File: src/rtl/fpnew_seq_adapter_if.sv
// Request/response and core-side bundle for fpnew_seq_adapter.
// The adapter binds the slave modport; the requester/core environment binds master.
interface fpnew_seq_adapter_if #(
    parameter int WIDTH     = 64,
    parameter int TAG_WIDTH = 8
);
    logic [3*WIDTH-1:0]   operands_i;
    logic [2:0]           rnd_mode_i;
    logic [3:0]           op_i;
    logic                 op_mod_i;
    logic [2:0]           src_fmt_i;
    logic [2:0]           dst_fmt_i;
    logic [1:0]           int_fmt_i;
    logic [TAG_WIDTH-1:0] tag_i;
    logic                 in_valid_i;
    logic                 in_ready_o;
    logic                 flush_i;
    logic [WIDTH-1:0]     result_o;
    logic [4:0]           status_o;
    logic [TAG_WIDTH-1:0] tag_o;
    logic                 out_valid_o;
    logic                 out_ready_i;
    logic                 busy_o;
    logic                 core_enable_o;
    logic [4:0]           core_op_o;
    logic [WIDTH-1:0]     core_opa_o;
    logic [WIDTH-1:0]     core_opb_o;
    logic [WIDTH-1:0]     core_opc_o;
    logic [2:0]           core_rnd_o;
    logic [2:0]           core_src_fmt_o;
    logic [2:0]           core_dst_fmt_o;
    logic [1:0]           core_int_fmt_o;
    logic                 core_ready_i;
    logic [WIDTH-1:0]     core_result_i;
    logic [4:0]           core_status_i;

    modport slave (
        input  operands_i, rnd_mode_i, op_i, op_mod_i, src_fmt_i, dst_fmt_i, int_fmt_i,
               tag_i, in_valid_i, flush_i, out_ready_i, core_ready_i, core_result_i,
               core_status_i,
        output in_ready_o, result_o, status_o, tag_o, out_valid_o, busy_o, core_enable_o,
               core_op_o, core_opa_o, core_opb_o, core_opc_o, core_rnd_o, core_src_fmt_o,
               core_dst_fmt_o, core_int_fmt_o
    );

    modport master (
        output operands_i, rnd_mode_i, op_i, op_mod_i, src_fmt_i, dst_fmt_i, int_fmt_i,
               tag_i, in_valid_i, flush_i, out_ready_i, core_ready_i, core_result_i,
               core_status_i,
        input  in_ready_o, result_o, status_o, tag_o, out_valid_o, busy_o, core_enable_o,
               core_op_o, core_opa_o, core_opb_o, core_opc_o, core_rnd_o, core_src_fmt_o,
               core_dst_fmt_o, core_int_fmt_o
    );
endinterface

File: src/rtl/fpnew_seq_adapter.sv
// Sequential adapter: queues FP requests, issues them one at a time to a core, queues results.
// Optional watchdog enabled by defining FPNEW_SEQ_ADAPTER_TIMEOUT_EN.
module fpnew_seq_adapter #(
    parameter int WIDTH          = 64,
    parameter int TAG_WIDTH      = 8,
    parameter int IN_DEPTH       = 8,
    parameter int OUT_DEPTH      = 4,
    parameter int TIMEOUT_CYCLES = 256
) (
    input logic                 clk_i,
    input logic                 rst_ni,
    fpnew_seq_adapter_if.slave  bus
);
    localparam int IN_AW  = $clog2(IN_DEPTH);
    localparam int OUT_AW = $clog2(OUT_DEPTH);

    typedef enum logic { ST_IDLE, ST_BUSY } state_t;

    typedef struct packed {
        logic [WIDTH-1:0]     opc;
        logic [WIDTH-1:0]     opb;
        logic [WIDTH-1:0]     opa;
        logic [2:0]           rnd;
        logic [4:0]           op;
        logic [2:0]           src_fmt;
        logic [2:0]           dst_fmt;
        logic [1:0]           int_fmt;
        logic [TAG_WIDTH-1:0] tag;
    } req_t;

    typedef struct packed {
        logic [WIDTH-1:0]     result;
        logic [4:0]           status;
        logic [TAG_WIDTH-1:0] tag;
    } rsp_t;

    // Core opcode translation is done once at enqueue so the issue path stays short.
    function automatic logic [4:0] map_op(input logic [3:0] op, input logic mod);
        logic [4:0] base;
        base = 5'd0;
        case (op)
            4'd0:  base = mod ? 5'd5 : 5'd4;
            4'd1:  base = mod ? 5'd4 : 5'd13;
            4'd2:  base = mod ? 5'd1 : 5'd0;
            4'd3:  base = 5'd6;
            4'd4:  base = 5'd3;
            4'd5:  base = 5'd11;
            4'd6:  base = 5'd7;
            4'd7:  base = 5'd25;
            4'd8:  base = 5'd9;
            4'd9:  base = 5'd8;
            4'd10: base = 5'd15;
            4'd11: base = 5'd10;
            4'd12: base = 5'd2;
            default: return 5'd0;
        endcase
        return mod ? (base | 5'h10) : base;
    endfunction

    state_t state_q, state_d;

    req_t                 in_mem_q [IN_DEPTH];
    logic [IN_AW:0]       in_wr_ptr_q, in_wr_ptr_d, in_rd_ptr_q, in_rd_ptr_d;
    rsp_t                 out_mem_q [OUT_DEPTH];
    logic [OUT_AW:0]      out_wr_ptr_q, out_wr_ptr_d, out_rd_ptr_q, out_rd_ptr_d;

    logic                 core_enable_q, core_enable_d;
    logic [4:0]           core_op_q, core_op_d;
    logic [WIDTH-1:0]     core_opa_q, core_opa_d, core_opb_q, core_opb_d, core_opc_q, core_opc_d;
    logic [2:0]           core_rnd_q, core_rnd_d;
    logic [2:0]           core_src_fmt_q, core_src_fmt_d, core_dst_fmt_q, core_dst_fmt_d;
    logic [1:0]           core_int_fmt_q, core_int_fmt_d;
    logic [TAG_WIDTH-1:0] core_tag_q, core_tag_d;
    logic                 core_ready_prev_q;
    logic                 first_q, first_d;

    logic in_empty, in_full, out_empty, out_full;
    logic in_push, in_pop, out_push, out_pop;
    req_t in_wdata, in_head;
    rsp_t out_wdata, out_head;
    logic completion;

    assign in_empty  = (in_wr_ptr_q == in_rd_ptr_q);
    assign in_full   = (in_wr_ptr_q[IN_AW] != in_rd_ptr_q[IN_AW]) &&
                       (in_wr_ptr_q[IN_AW-1:0] == in_rd_ptr_q[IN_AW-1:0]);
    assign out_empty = (out_wr_ptr_q == out_rd_ptr_q);
    assign out_full  = (out_wr_ptr_q[OUT_AW] != out_rd_ptr_q[OUT_AW]) &&
                       (out_wr_ptr_q[OUT_AW-1:0] == out_rd_ptr_q[OUT_AW-1:0]);

    assign in_push = bus.in_valid_i && !in_full && !bus.flush_i;
    assign out_pop = !out_empty && bus.out_ready_i && !bus.flush_i;

    assign in_head  = in_mem_q[in_rd_ptr_q[IN_AW-1:0]];
    assign out_head = out_mem_q[out_rd_ptr_q[OUT_AW-1:0]];

    always_comb begin
        in_wdata         = '0;
        in_wdata.opa     = bus.operands_i[WIDTH-1:0];
        in_wdata.opb     = bus.operands_i[2*WIDTH-1:WIDTH];
        in_wdata.opc     = bus.operands_i[3*WIDTH-1:2*WIDTH];
        in_wdata.rnd     = bus.rnd_mode_i;
        in_wdata.op      = map_op(bus.op_i, bus.op_mod_i);
        in_wdata.src_fmt = bus.src_fmt_i;
        in_wdata.dst_fmt = bus.dst_fmt_i;
        in_wdata.int_fmt = bus.int_fmt_i;
        in_wdata.tag     = bus.tag_i;
    end

    // A rising core_ready_i in the first BUSY cycle may belong to the previous op; ignore it.
    assign completion = (state_q == ST_BUSY) && !first_q &&
                        bus.core_ready_i && !core_ready_prev_q;

`ifdef FPNEW_SEQ_ADAPTER_TIMEOUT_EN
    localparam int TO_W = $clog2(TIMEOUT_CYCLES) + 1;
    localparam logic [TO_W-1:0] TO_LIMIT = TO_W'(TIMEOUT_CYCLES - 1);
    logic [TO_W-1:0] timeout_cnt_q, timeout_cnt_d;
`endif

    always_comb begin
        state_d        = state_q;
        core_enable_d  = core_enable_q;
        core_op_d      = core_op_q;
        core_opa_d     = core_opa_q;
        core_opb_d     = core_opb_q;
        core_opc_d     = core_opc_q;
        core_rnd_d     = core_rnd_q;
        core_src_fmt_d = core_src_fmt_q;
        core_dst_fmt_d = core_dst_fmt_q;
        core_int_fmt_d = core_int_fmt_q;
        core_tag_d     = core_tag_q;
        first_d        = 1'b0;
        in_pop         = 1'b0;
        out_push       = 1'b0;
        out_wdata      = '0;
`ifdef FPNEW_SEQ_ADAPTER_TIMEOUT_EN
        timeout_cnt_d  = timeout_cnt_q;
`endif
        if (bus.flush_i) begin
            state_d       = ST_IDLE;
            core_enable_d = 1'b0;
        end else begin
            case (state_q)
                ST_IDLE: begin
                    if (!in_empty && !out_full) begin
                        in_pop         = 1'b1;
                        state_d        = ST_BUSY;
                        core_enable_d  = 1'b1;
                        first_d        = 1'b1;
                        core_op_d      = in_head.op;
                        core_opa_d     = in_head.opa;
                        core_opb_d     = in_head.opb;
                        core_opc_d     = in_head.opc;
                        core_rnd_d     = in_head.rnd;
                        core_src_fmt_d = in_head.src_fmt;
                        core_dst_fmt_d = in_head.dst_fmt;
                        core_int_fmt_d = in_head.int_fmt;
                        core_tag_d     = in_head.tag;
`ifdef FPNEW_SEQ_ADAPTER_TIMEOUT_EN
                        timeout_cnt_d  = '0;
`endif
                    end
                end
                ST_BUSY: begin
                    if (completion) begin
                        out_push         = 1'b1;
                        out_wdata.result = bus.core_result_i;
                        out_wdata.status = bus.core_status_i;
                        out_wdata.tag    = core_tag_q;
                        core_enable_d    = 1'b0;
                        state_d          = ST_IDLE;
                    end
`ifdef FPNEW_SEQ_ADAPTER_TIMEOUT_EN
                    else if (timeout_cnt_q == TO_LIMIT) begin
                        out_push         = 1'b1;
                        out_wdata.status = 5'b10000;
                        out_wdata.tag    = core_tag_q;
                        core_enable_d    = 1'b0;
                        state_d          = ST_IDLE;
                    end else begin
                        timeout_cnt_d = timeout_cnt_q + 1'b1;
                    end
`endif
                end
                default: state_d = ST_IDLE;
            endcase
        end
    end

    // Result space was reserved at issue, so out_push never meets a full result queue.
    always_comb begin
        in_wr_ptr_d  = in_wr_ptr_q + {{IN_AW{1'b0}}, in_push};
        in_rd_ptr_d  = in_rd_ptr_q + {{IN_AW{1'b0}}, in_pop};
        out_wr_ptr_d = out_wr_ptr_q + {{OUT_AW{1'b0}}, out_push};
        out_rd_ptr_d = out_rd_ptr_q + {{OUT_AW{1'b0}}, out_pop};
        if (bus.flush_i) begin
            in_wr_ptr_d  = '0;
            in_rd_ptr_d  = '0;
            out_wr_ptr_d = '0;
            out_rd_ptr_d = '0;
        end
    end

    always_ff @(posedge clk_i or negedge rst_ni) begin
        if (!rst_ni) begin
            state_q           <= ST_IDLE;
            in_wr_ptr_q       <= '0;
            in_rd_ptr_q       <= '0;
            out_wr_ptr_q      <= '0;
            out_rd_ptr_q      <= '0;
            core_enable_q     <= 1'b0;
            core_op_q         <= '0;
            core_opa_q        <= '0;
            core_opb_q        <= '0;
            core_opc_q        <= '0;
            core_rnd_q        <= '0;
            core_src_fmt_q    <= '0;
            core_dst_fmt_q    <= '0;
            core_int_fmt_q    <= '0;
            core_tag_q        <= '0;
            core_ready_prev_q <= 1'b0;
            first_q           <= 1'b0;
        end else begin
            state_q           <= state_d;
            in_wr_ptr_q       <= in_wr_ptr_d;
            in_rd_ptr_q       <= in_rd_ptr_d;
            out_wr_ptr_q      <= out_wr_ptr_d;
            out_rd_ptr_q      <= out_rd_ptr_d;
            core_enable_q     <= core_enable_d;
            core_op_q         <= core_op_d;
            core_opa_q        <= core_opa_d;
            core_opb_q        <= core_opb_d;
            core_opc_q        <= core_opc_d;
            core_rnd_q        <= core_rnd_d;
            core_src_fmt_q    <= core_src_fmt_d;
            core_dst_fmt_q    <= core_dst_fmt_d;
            core_int_fmt_q    <= core_int_fmt_d;
            core_tag_q        <= core_tag_d;
            core_ready_prev_q <= bus.core_ready_i;
            first_q           <= first_d;
        end
    end

`ifdef FPNEW_SEQ_ADAPTER_TIMEOUT_EN
    always_ff @(posedge clk_i or negedge rst_ni) begin
        if (!rst_ni) timeout_cnt_q <= '0;
        else         timeout_cnt_q <= timeout_cnt_d;
    end
`endif

    // Queue storage carries no reset; validity is tracked purely by the pointers.
    always_ff @(posedge clk_i) begin
        if (in_push)  in_mem_q[in_wr_ptr_q[IN_AW-1:0]]    <= in_wdata;
        if (out_push) out_mem_q[out_wr_ptr_q[OUT_AW-1:0]] <= out_wdata;
    end

    assign bus.in_ready_o     = !in_full;
    assign bus.out_valid_o    = !out_empty;
    assign bus.result_o       = out_empty ? '0 : out_head.result;
    assign bus.status_o       = out_empty ? '0 : out_head.status;
    assign bus.tag_o          = out_empty ? '0 : out_head.tag;
    assign bus.busy_o         = (state_q == ST_BUSY) || !in_empty || !out_empty;
    assign bus.core_enable_o  = core_enable_q;
    assign bus.core_op_o      = core_op_q;
    assign bus.core_opa_o     = core_opa_q;
    assign bus.core_opb_o     = core_opb_q;
    assign bus.core_opc_o     = core_opc_q;
    assign bus.core_rnd_o     = core_rnd_q;
    assign bus.core_src_fmt_o = core_src_fmt_q;
    assign bus.core_dst_fmt_o = core_dst_fmt_q;
    assign bus.core_int_fmt_o = core_int_fmt_q;
endmodule

File: src/flat_wrapper.sv
// flat-port wrapper written by rule: the top's interface ports become plain ports
module fpnew_seq_adapter_flat 
#(
    parameter int WIDTH          = 64,
    parameter int TAG_WIDTH      = 8,
    parameter int IN_DEPTH       = 8,
    parameter int OUT_DEPTH      = 4,
    parameter int TIMEOUT_CYCLES = 256
)
  (clk_i, rst_ni, bus_operands_i, bus_rnd_mode_i, bus_op_i, bus_op_mod_i, bus_src_fmt_i, bus_dst_fmt_i, bus_int_fmt_i, bus_tag_i, bus_in_valid_i, bus_flush_i, bus_out_ready_i, bus_core_ready_i, bus_core_result_i, bus_core_status_i, bus_in_ready_o, bus_result_o, bus_status_o, bus_tag_o, bus_out_valid_o, bus_busy_o, bus_core_enable_o, bus_core_op_o, bus_core_opa_o, bus_core_opb_o, bus_core_opc_o, bus_core_rnd_o, bus_core_src_fmt_o, bus_core_dst_fmt_o, bus_core_int_fmt_o);
  fpnew_seq_adapter_if #(.WIDTH(WIDTH), .TAG_WIDTH(TAG_WIDTH)) bus_i ();
  input logic clk_i;
  input logic rst_ni;
  input wire logic [$bits(bus_i.operands_i)-1:0] bus_operands_i;
  input wire logic [$bits(bus_i.rnd_mode_i)-1:0] bus_rnd_mode_i;
  input wire logic [$bits(bus_i.op_i)-1:0] bus_op_i;
  input wire logic [$bits(bus_i.op_mod_i)-1:0] bus_op_mod_i;
  input wire logic [$bits(bus_i.src_fmt_i)-1:0] bus_src_fmt_i;
  input wire logic [$bits(bus_i.dst_fmt_i)-1:0] bus_dst_fmt_i;
  input wire logic [$bits(bus_i.int_fmt_i)-1:0] bus_int_fmt_i;
  input wire logic [$bits(bus_i.tag_i)-1:0] bus_tag_i;
  input wire logic [$bits(bus_i.in_valid_i)-1:0] bus_in_valid_i;
  input wire logic [$bits(bus_i.flush_i)-1:0] bus_flush_i;
  input wire logic [$bits(bus_i.out_ready_i)-1:0] bus_out_ready_i;
  input wire logic [$bits(bus_i.core_ready_i)-1:0] bus_core_ready_i;
  input wire logic [$bits(bus_i.core_result_i)-1:0] bus_core_result_i;
  input wire logic [$bits(bus_i.core_status_i)-1:0] bus_core_status_i;
  output wire logic [$bits(bus_i.in_ready_o)-1:0] bus_in_ready_o;
  output wire logic [$bits(bus_i.result_o)-1:0] bus_result_o;
  output wire logic [$bits(bus_i.status_o)-1:0] bus_status_o;
  output wire logic [$bits(bus_i.tag_o)-1:0] bus_tag_o;
  output wire logic [$bits(bus_i.out_valid_o)-1:0] bus_out_valid_o;
  output wire logic [$bits(bus_i.busy_o)-1:0] bus_busy_o;
  output wire logic [$bits(bus_i.core_enable_o)-1:0] bus_core_enable_o;
  output wire logic [$bits(bus_i.core_op_o)-1:0] bus_core_op_o;
  output wire logic [$bits(bus_i.core_opa_o)-1:0] bus_core_opa_o;
  output wire logic [$bits(bus_i.core_opb_o)-1:0] bus_core_opb_o;
  output wire logic [$bits(bus_i.core_opc_o)-1:0] bus_core_opc_o;
  output wire logic [$bits(bus_i.core_rnd_o)-1:0] bus_core_rnd_o;
  output wire logic [$bits(bus_i.core_src_fmt_o)-1:0] bus_core_src_fmt_o;
  output wire logic [$bits(bus_i.core_dst_fmt_o)-1:0] bus_core_dst_fmt_o;
  output wire logic [$bits(bus_i.core_int_fmt_o)-1:0] bus_core_int_fmt_o;
  assign bus_i.operands_i = bus_operands_i;
  assign bus_i.rnd_mode_i = bus_rnd_mode_i;
  assign bus_i.op_i = bus_op_i;
  assign bus_i.op_mod_i = bus_op_mod_i;
  assign bus_i.src_fmt_i = bus_src_fmt_i;
  assign bus_i.dst_fmt_i = bus_dst_fmt_i;
  assign bus_i.int_fmt_i = bus_int_fmt_i;
  assign bus_i.tag_i = bus_tag_i;
  assign bus_i.in_valid_i = bus_in_valid_i;
  assign bus_i.flush_i = bus_flush_i;
  assign bus_i.out_ready_i = bus_out_ready_i;
  assign bus_i.core_ready_i = bus_core_ready_i;
  assign bus_i.core_result_i = bus_core_result_i;
  assign bus_i.core_status_i = bus_core_status_i;
  assign bus_in_ready_o = bus_i.in_ready_o;
  assign bus_result_o = bus_i.result_o;
  assign bus_status_o = bus_i.status_o;
  assign bus_tag_o = bus_i.tag_o;
  assign bus_out_valid_o = bus_i.out_valid_o;
  assign bus_busy_o = bus_i.busy_o;
  assign bus_core_enable_o = bus_i.core_enable_o;
  assign bus_core_op_o = bus_i.core_op_o;
  assign bus_core_opa_o = bus_i.core_opa_o;
  assign bus_core_opb_o = bus_i.core_opb_o;
  assign bus_core_opc_o = bus_i.core_opc_o;
  assign bus_core_rnd_o = bus_i.core_rnd_o;
  assign bus_core_src_fmt_o = bus_i.core_src_fmt_o;
  assign bus_core_dst_fmt_o = bus_i.core_dst_fmt_o;
  assign bus_core_int_fmt_o = bus_i.core_int_fmt_o;
  fpnew_seq_adapter #(.WIDTH(WIDTH), .TAG_WIDTH(TAG_WIDTH), .IN_DEPTH(IN_DEPTH), .OUT_DEPTH(OUT_DEPTH), .TIMEOUT_CYCLES(TIMEOUT_CYCLES)) u_core (.clk_i(clk_i), .rst_ni(rst_ni), .bus(bus_i));
endmodule
File: config.mk
export PLATFORM = sky130hd
export DESIGN_NAME = fpnew_seq_adapter_flat
export DESIGN_NICKNAME = d
export VERILOG_FILES = /design/src/rtl/fpnew_seq_adapter_if.sv /design/src/rtl/fpnew_seq_adapter.sv /design/src/flat_wrapper.sv
export SDC_FILE = /design/constraint.sdc
export NUM_CORES = 2
export LEC_CHECK = 0
export ABC_CLOCK_PERIOD_IN_PS = 35400
export BUFFER_PORTS_ARGS = -buffer_cell sky130_fd_sc_hd__buf_2
export CAP_MARGIN = 20
export CORE_ASPECT_RATIO = 1.1
export CORE_MARGIN = 1.5
export CORE_UTILIZATION = 30
export DETAILED_ROUTE_END_ITERATION = 6
export PLACE_DENSITY = 0.5
export SYNTH_ARGS = -nofsm -noshare
export SYNTH_HDL_FRONTEND = slang
export SYNTH_SLANG_ARGS = --single-unit
File: constraint.sdc
create_clock -name clk_i -period 35.4 [get_ports clk_i]
set_clock_uncertainty 0.15 [all_clocks]
set_input_delay 7.08 -clock clk_i [delete_from_list [all_inputs] [get_ports clk_i]]
set_output_delay 7.08 -clock clk_i [all_outputs]
set_load 0.05 [all_outputs]
==> results.txt <==
Synthesized net count -> 3,942
Reg area -> 67,010 um^2
Worst setup SP type -> flip-flop
Final setup fails -> 0
Reg power frac -> 0.463
Clock power frac -> 0.359
Worst min-delay path endpoint -> u_core.bus.core_opb_o[21]$_DFFE_PN0P_
Via/cell ratio -> 4.572
Largest net degree at the start of global routing -> 132
Hold Fails Final Rpt -> 0
Max-slew headroom -> 0.1010
Critical path class -> reg -> out
FF-to-FF End -> u_core.in_mem_q[5][201]$_DFFE_PP_
Cell area after synthesis -> 87,200 um^2
Cell variety after synth -> 39
Hold Crit Class -> reg -> reg
Area grow syn2layout -> 17.05%
Routed Antenna Nets -> 0
Antenna violations before repair -> 110
Clock buffer depth -> 4
WL/cell -> 24.29 um
Clock Latency Late Sink -> 0.92 ns
Post-CTS Hold Fix Bufs -> 0
Cell depth of the worst setup path -> 4
CP Data Arrival Time -> 3.78 ns
Crit-path cells -> buf_4, mux4_2, and2_1, buf_2
CTS root buf -> clkbuf_16
Delay-heaviest family, CP -> buffers and inverters
RSZ-0062 raised after global routing -> no
Cell Int Power -> 4.956 mW
CTS Sinks -> 2,270
Pwr Density -> 67.31 nW/um^2
Detailed Place HPWL -> 119,000 um
Leakage power -> 33.63 nW
Worst ir drop on vdd -> 0.05808 mV
Die height -> 568.5 um
Post-synth EDFFs -> 2,036
Minimum clock period -> 11.01 ns
Cells after synthesis -> 3,643
Clk slew on worst S/H paths -> 0.06 ns
Post-route setup TNS -> 0 ns
Gr usage total -> 0.1373
Global route overflow -> 0
H-tree depth -> 4
Least-Margin Pin Slew -> 1.349 ns
PostCTS Resize Cnt -> 0
Vias in the first global route -> 41,190
Worst Hold Launch -> u_core.bus.core_opb_o[21]$_DFFE_PN0P_
Switch share -> 0.2787
Fraction of layout cells with a size suffix above 1 -> 0.4341
Die width -> 517.1 um
Net Switching -> 1.915 mW
Rows -> 207
Final #Nets -> 4,648
Die area -> 293,900 um^2
Buf+Inv Stages, Crit Path -> 2
Combinational Power Share -> 0.177
Fillers -> 26,920
CP endpoint kind -> output port
CP max-delay cell -> dfrtp_4
DP Area -> 94,210 um^2
RR Startpoint -> u_core.in_rd_ptr_q[1]$_DFF_PN0_
#FFs+latches synth -> 2,270
Iteration count of the initial detailed-routing pass -> 7
Num CTS Buffers -> 239
Design Area, Final -> 102,100 um^2
Outcome -> complete, no violations
Register-to-register setup slack -> 30.58 ns
Core Area -> 289,000 um^2
IO Port Bufs -> 579
Seq/Total Area, Yosys -> 0.7683
Hold path depth -> 1
# IOs -> 580
Depth of the worst register-to-register path -> 7
Routability cong. -> 0.7105
Multi-input gate area -> 18,800 um^2
Layout Utilization -> 0.3531
Crit path max fanout -> 47
Ys Warns -> 0
Crit share post-route -> 0.3109
Starting Density -> 0.3017
Global-route wire length before repair -> 296,800 um
Top_reg_cell synth -> edfxtp_1
Post-CTS setup buffer count -> 0
Iteration-0 DRC Markers -> 2,477
Avg Cell Area, Syn -> 23.94 um^2
Total number of vias -> 38,560
CTS tree -> built
Crit path required time -> 28.17 ns
# Max-Cap Violations -> 0
Ys async rst share -> 0.1031
Slowest cell delay on critical path -> 0.89 ns
Max Slew Vio Count -> 0
# DRC -> 0
DRT Wirelength -> 204,800 um
Max frequency -> 0.09085 GHz
[flip-flops by register name (all words and copies together) (netlist names), 3 cells and up]
name and count:
u_core.in_wr_ptr_q 4, u_core.bus.core_opb_o 64, u_core.in_mem_q 1728, u_core.bus.core_dst_fmt_o 3, u_core.out_wr_ptr_q 3, u_core.bus.core_op_o 5, u_core.bus.core_opc_o 64, u_core.core_tag_q 8
u_core.bus.core_src_fmt_o 3, u_core.out_mem_q 308, u_core.bus.core_rnd_o 3, u_core.bus.core_opa_o 64, u_core.in_rd_ptr_q 4, u_core.out_rd_ptr_q 3
[power groups by stage]
stage                     combinational, mW  clock (mW)  sequential, mW
after floorplan                       0.522           0            3.63
after global placement                 1.23           0            3.24
after detailed placement               1.24           0            3.24
after CTS                              1.24        2.54            3.19
after global routing                   1.28        2.64            3.20
final                                  1.22        2.47            3.18
[cells by family after synthesis]
group	Yosys count	synth area share
AOI/OAI and AO/OA	16	0.001033
DFF	2270	0.7683
xor gates and xnor gates	13	0.001392
muxes	943	0.1968
adders and majority gates	8	0.001148
and+or+nand+nor	206	0.01422
buffers and inverters	187	0.01716
[synthesized netlist by cell type (all sizes together), types with 3 or more instances]
master,number,area share
nor2,15,0.00065
a21oi,3,0.00017
dfrtp,234,0.067
and2,154,0.011
edfxtp,2036,0.70
mux4,509,0.13
clkbuf,59,0.0025
nand2b,5,0.00036
buf,125,0.014
nand2,8,0.00034
xor2,4,0.00040
nand3,3,0.00017
o21ai,8,0.00046
ha,8,0.0011
nor2b,8,0.00057
mux2,432,0.065
xnor2,9,0.00099
nor3,3,0.00017
inv,3,0.00013
[per-stage QoR]
step / total power, mW / hold WS [ns] / setup slack [ns] / cells
global placement: 4.473 / 0.3419 / 23.75 / 7973
global route: 7.125 / 0.3723 / 24.04 / 8424
floorplan: 4.157 / 0.3234 / 12.07 / 3643
detailed placement: 4.481 / 0.3374 / 23.70 / 7973
CTS: 6.977 / 0.3575 / 24.18 / 8415
finish: 6.870 / 0.3558 / 24.39 / 8433
[cell usage in the layout (no fill, tap or decap), drive strengths merged, types with 3 or more instances in the layout]
cell type  Yosys  routed
edfxtp      2036    2036
buf          125     649
mux4         509     509
mux2         432     432
clkbuf        59     329
dfrtp        234     234
and2         154     154
clkinv         0      78
diode          0      17
bufinv         0      17
nor2          15      15
inv            3      14
xnor2          9       9
nor2b          8       8
o21ai          8       8
nand2          8       8
ha             8       8
clkinvlp       0       7
nand2b         5       5
xor2           4       4
nand3          3       3
a21oi          3       3
nor3           3       3
[how the worst max path moves through the flow]
stage	from	end	slack [ns]
floorplan	bus_flush_i	u_core.in_mem_q[0][0]$_DFFE_PP_	12.07
global placement	bus_flush_i	u_core.in_mem_q[6][168]$_DFFE_PP_	23.75
detailed placement	bus_flush_i	u_core.in_mem_q[6][176]$_DFFE_PP_	23.70
CTS	u_core.out_rd_ptr_q[0]$_DFF_PN0_	bus_result_o[56]	24.18
global route	u_core.out_rd_ptr_q[0]$_DFF_PN0_	bus_result_o[61]	24.04
finish	u_core.out_rd_ptr_q[0]$_DFF_PN0_	bus_result_o[38]	24.39
[per-layer routing]
layer,part of all wire,track usage
met1,0.42,0.1772
met5,0.0020,0
met2,0.49,0.2287
met4,0.028,0.03942
met3,0.057,0.03335
[final cells by class]
class                           instances  share of cell area
Sequential cell                      2270              0.6565
Multi-Input combinational cell       1186              0.1842
Clock buffer                          329             0.06514
Tap cell                             3866             0.04739
Timing Repair Buffer                  649             0.03506
Clock inverter                        113             0.01114
Antenna cell                           17           0.0004168
Inverter                                3           0.0001103
(Power assumes the default switching activity.)
